[src/rtl/sqrt_iter_param.sv]
// rtl/sqrt_iter_param.sv - multi-cycle restoring integer square root, one root bit per clock
// Optional round-to-nearest result when SQRT_ROUND_EN is defined.
module sqrt_iter_param #(
    parameter int IN_W = 16
) (
    input  logic                clk,
    input  logic                rst_n,
    input  logic                go,
    input  logic [IN_W-1:0]     mag,
    output logic                busy,
    output logic                done,
    output logic [IN_W/2-1:0]   sqrt,
    output logic [IN_W/2:0]     rem
);
    localparam int OUT_W = IN_W / 2;
    localparam int CNT_W = $clog2(OUT_W);

    generate
        if ((IN_W % 2) != 0 || IN_W < 4) begin : g_bad_width
            $error("sqrt_iter_param: IN_W must be even and >= 4");
        end
    endgenerate

    typedef enum logic [1:0] {IDLE = 2'd0, CALC = 2'd1, DONE = 2'd2} state_t;

    state_t             state;
    state_t             state_n;
    logic [IN_W-1:0]    op;
    logic [OUT_W+1:0]   part;
    logic [OUT_W-1:0]   root;
    logic [CNT_W-1:0]   cnt;
    logic               fin;
    logic               accept;
    logic [OUT_W+1:0]   shifted;
    logic [OUT_W+1:0]   trial;
    logic [OUT_W+1:0]   part_nx;
    logic [OUT_W-1:0]   root_nx;
    logic [OUT_W-1:0]   sqrt_fin;

    assign accept = go && (state != CALC);

    always_ff @(posedge clk) begin
        if (!rst_n) begin
            state <= IDLE;
        end else begin
            state <= state_n;
        end
    end

    always_comb begin
        state_n = state;
        case (state)
            IDLE:    if (go) state_n = CALC;
            CALC:    if (fin) state_n = DONE;
            DONE:    state_n = go ? CALC : IDLE;
            default: state_n = IDLE;
        endcase
    end

    always_comb begin
        busy = (state == CALC);
        done = (state == DONE);
    end

    // One restoring step: bring down two operand bits and try subtracting {root,01}.
    always_comb begin
        shifted = {part[OUT_W-1:0], op[IN_W-1 -: 2]};
        trial   = {root, 2'b01};
        if (shifted >= trial) begin
            part_nx = shifted - trial;
            root_nx = {root[OUT_W-2:0], 1'b1};
        end else begin
            part_nx = shifted;
            root_nx = {root[OUT_W-2:0], 1'b0};
        end
    end

`ifdef SQRT_ROUND_EN
    // Remainder above root means mag lies past (root+0.5)^2; saturate at all-ones.
    assign sqrt_fin = ((part > {2'b00, root}) && (root != {OUT_W{1'b1}})) ?
                      root + OUT_W'(1) : root;
`else
    assign sqrt_fin = root;
`endif

    // The edge after the last iteration only publishes the result, giving OUT_W+1 cycles per op.
    always_ff @(posedge clk) begin
        if (!rst_n) begin
            op   <= '0;
            part <= '0;
            root <= '0;
            cnt  <= '0;
            fin  <= 1'b0;
            sqrt <= '0;
            rem  <= '0;
        end else begin
            if (accept) begin
                op   <= mag;
                part <= '0;
                root <= '0;
                cnt  <= CNT_W'(OUT_W - 1);
                fin  <= 1'b0;
            end else if (state == CALC && !fin) begin
                op   <= op << 2;
                part <= part_nx;
                root <= root_nx;
                cnt  <= cnt - CNT_W'(1);
                if (cnt == '0) fin <= 1'b1;
            end
            if (state == CALC && fin) begin
                sqrt <= sqrt_fin;
                rem  <= part[OUT_W:0];
            end
        end
    end
endmodule
[config.mk]
export PLATFORM = sky130hd
export DESIGN_NAME = sqrt_iter_param
export DESIGN_NICKNAME = d
export VERILOG_FILES = /design/src/rtl/sqrt_iter_param.sv
export SDC_FILE = /design/constraint.sdc
export NUM_CORES = 1
export LEC_CHECK = 0
export BUFFER_PORTS_ARGS = -buffer_cell sky130_fd_sc_hd__buf_2
export CORE_MARGIN = 2
export CORE_UTILIZATION = 51
export DETAILED_ROUTE_END_ITERATION = 8
export PLACE_DENSITY = 0.79
export SLEW_MARGIN = 20
export SYNTH_ARGS = -nofsm -noshare
export SYNTH_HDL_FRONTEND = slang
export SYNTH_SLANG_ARGS = --single-unit
export TNS_END_PERCENT = 5
[constraint.sdc]
create_clock -name clk -period 2.22 [get_ports clk]
set_clock_uncertainty 0.15 [all_clocks]
set_input_delay 0.111 -clock clk [delete_from_list [all_inputs] [get_ports clk]]
set_output_delay 0.111 -clock clk [all_outputs]
set_load 0.005 [all_outputs]
==> metrics.yaml <==
layout:
  final_common_cell: "nand2_1"
  layoutNonFillerInstCount: 473
  antenna_cells: 0
  drive_gt1_share_pct: 19.35
  layout_common_cells: "nand2_1, dfxtp_1, buf_2, a21oi_1, nor2_1"
  finalCoreUtilization_pct: 65.58
  syn2layout_area_growth_pct: 25.29
  nets: 434
logic_synthesis:
  synth_area_um2: 2656
  syn_inst: 339
  yosys_warnings: 0
  ys_async_sr_fraction_pct: 0
  synth_edf_count: 0
  ys_seq_area_share_pct: 42.20
  ys_types: 47
  ys_ff_latch: 56
  synthesis.nets: 370
  synthFlopType: "dfxtp_1"
  syn_avg_cell_area_um2: 7.836
sta:
  maxSlewHeadroom_pct: 63.59
  hold_viol: 0
  finalCritPeriodShare_pct: 96.30
  hold_slack_ns: 0.1995
  fmax_mhz: 467.7
  setup_viol: 0
  max_slew.worst_pin.slew_ns: 0.5449
  fin_crit_ns: 2.138
  rsz0062_at_grt: "no"
  slew_viol_final: 0
floorplanning:
  rows: 26
  die_area_um2: 5802
  core_um2: 5075
  chipWidth_um: 76.17
  ios: 38
  die_h_um: 76.17
  start_util_pct: 52.34
cts:
  cts_buffers: 5
  clock_path_buffers: 2
  cts.htree.levels: 2
  cts-root-buf: "clkbuf_8"
  clkTransAtPathRegs_ns: 0.09
  cts_tree: "built"
  insertion_delay_ns: 0.30
  cts_sinks: 56
drt:
  wl_um: 6496
  top_layer: "met4"
  drcViolationCount: 0
  num_vias: 2588
  wl_per_cell_um: 13.73
  drtIter0Drc: 172
  dr.pass1.iters: 5
  dr_wl_met3_um: 299
  vias_per_cell: 5.471
  dr_wl_met2_um: 3248
  ant_nets: 0
  wl_met1_um: 2822
power:
  p_per_area_nw_per_um2: 706.9
  leakage_nw: 1.342
  worst_ir_drop_vdd_mv: 0.4825
global_routing:
  track_usage_pct: 22.35
  overflow: 0
  antenna_found_initial: 0
  grt_pass1_vias: 2422
  grt_pass1_wl_um: 10710
  grt_max_degree: 40
place:
  place_inst: 449
  place_hpwl_um: 4382
  io_buffers: 37
  gp_congestion: 0.9523
setup_path:
  arrival_ns: 2.18
  cp_max_fo: 7
  cp_top_family: "compound AO/OA/AOI/OAI gates"
  path_buf_inv: 0
  critPathKind: "flop to flop"
  worstPathRequired_ns: 2.27
  crit_slowest_cell: "dfxtp_1"
  startpoint_type: "flop"
  end_kind: "flop"
  cpPeakStageDelay_ns: 0.36
  path_cells: "ha_1, and4_1, o21bai_1, o21ba_4, o221a_1, a311o_1"
outcome:
  status: "complete, no violations"
min_path:
  hold_path_class: "primary input to flop"
job:
  cap_violations: 0
[registers in the layout, indices dropped and copies added (netlist names)]
| name | cells |
|---|---|
| cnt | 3 |
| fin | 1 |
| sqrt | 8 |
| op | 16 |
| rem | 9 |
| state | 2 |
| root | 8 |
| part | 9 |
[through the flow]
step / setup WS [ns] / cell area, um^2 / total power, mW / setup TNS, ns
floorplan: 0.04829 / 2656 / 1.524 / 0
global placement: 0.05807 / 3015 / 1.696 / 0
detailed placement: -0.02104 / 3015 / 1.705 / -0.02104
CTS: 0.03177 / 3294 / 2.315 / 0
global route: 0.01035 / 3328 / 2.473 / 0
finish: 0.08204 / 3328 / 2.353 / 0
[cell families (layout without fill, tap and decap cells)]
logic type / Yosys count / in the layout / share of synthesized area (%)
flops: 56 / 56 / 42.20
simple gates: 143 / 143 / 22.37
xor+xnor: 5 / 5 / 1.649
fa+ha+maj: 12 / 12 / 5.652
mux: 2 / 2 / 0.7537
buf+inv: 35 / 99 / 5.464
compound gates: 86 / 86 / 21.90
[path summary, 6_finish.rpt]
kind	to	slack (ns)	cells after the start	from
worst max-delay path	part[7]	0.08	6	part[4]
worst min-delay path	cnt[1]	0.20	4	rst_n
worst max register to register	part[7]	0.08	6	part[4]
worst min register to register	rem[2]	0.31	2	rem[2]
[area by class of cell]
cell class | instances | area, um^2
sequential | 56 | 1122
multi-input combinational | 248 | 1438
fill | 465 | 1747
tap | 70 | 87.58
clock buffer | 7 | 96.34
inverter | 15 | 56.30
timing repair buffer | 77 | 528.0
[where the power goes]
part | internal [mW] | switching (mW) | total (mW)
Sequential | 1.06 | 0.0369 | 1.09
Clock | 0.279 | 0.316 | 0.595
Combinational | 0.298 | 0.367 | 0.664
Total | 1.63 | 0.720 | 2.35
[worst register-to-register path, delay by kind of cell, from the launching register on]
family          cells  cell delay (ns)
compound gates      4             0.95
fa+ha+maj           1             0.34
flops               1             0.36
simple gates        1             0.23
[repair_timing]
action | CTS | global route
resized for setup | 1 | 8
hold buffers | 17 | 0
hold endpoints to repair | 17 | 0
setup endpoints to repair | 1 | 3
buffers inserted | 0 | 0
pin swaps | 0 | 1
[layer usage]
metal | up-vias | GRT usage [%]
li1 | 1290 | -
met2 | 76 | 40.80
met1 | 1207 | 26.22
met4 | 0 | 7.273
met3 | 15 | 4.502
met5 | - | 0
[synth_stat cells (2+ instances only)]
master	number	area (um^2)
mux2i_1	2	20.02
o21bai_1	2	15.01
nor2_1	31	116.4
nand2_1	85	319.1
nand2b_1	4	25.02
nand3_1	8	40.04
o21ai_0	11	55.05
inv_1	15	56.30
or3_1	2	12.51
o21a_1	2	15.01
a21o_1	2	15.01
dfxtp_1	56	1121
ha_1	12	150.1
xnor2_1	3	26.28
clkbuf_1	13	48.80
nand3b_1	2	15.01
xor2_1	2	17.52
a211oi_1	4	30.03
a311oi_1	14	122.6
and2_1	2	12.51
buf_2	5	25.02
a21oi_1	30	150.1
a31oi_1	5	31.28
nor3_1	4	20.02
Note: power is estimated with default switching activity, not from simulation.
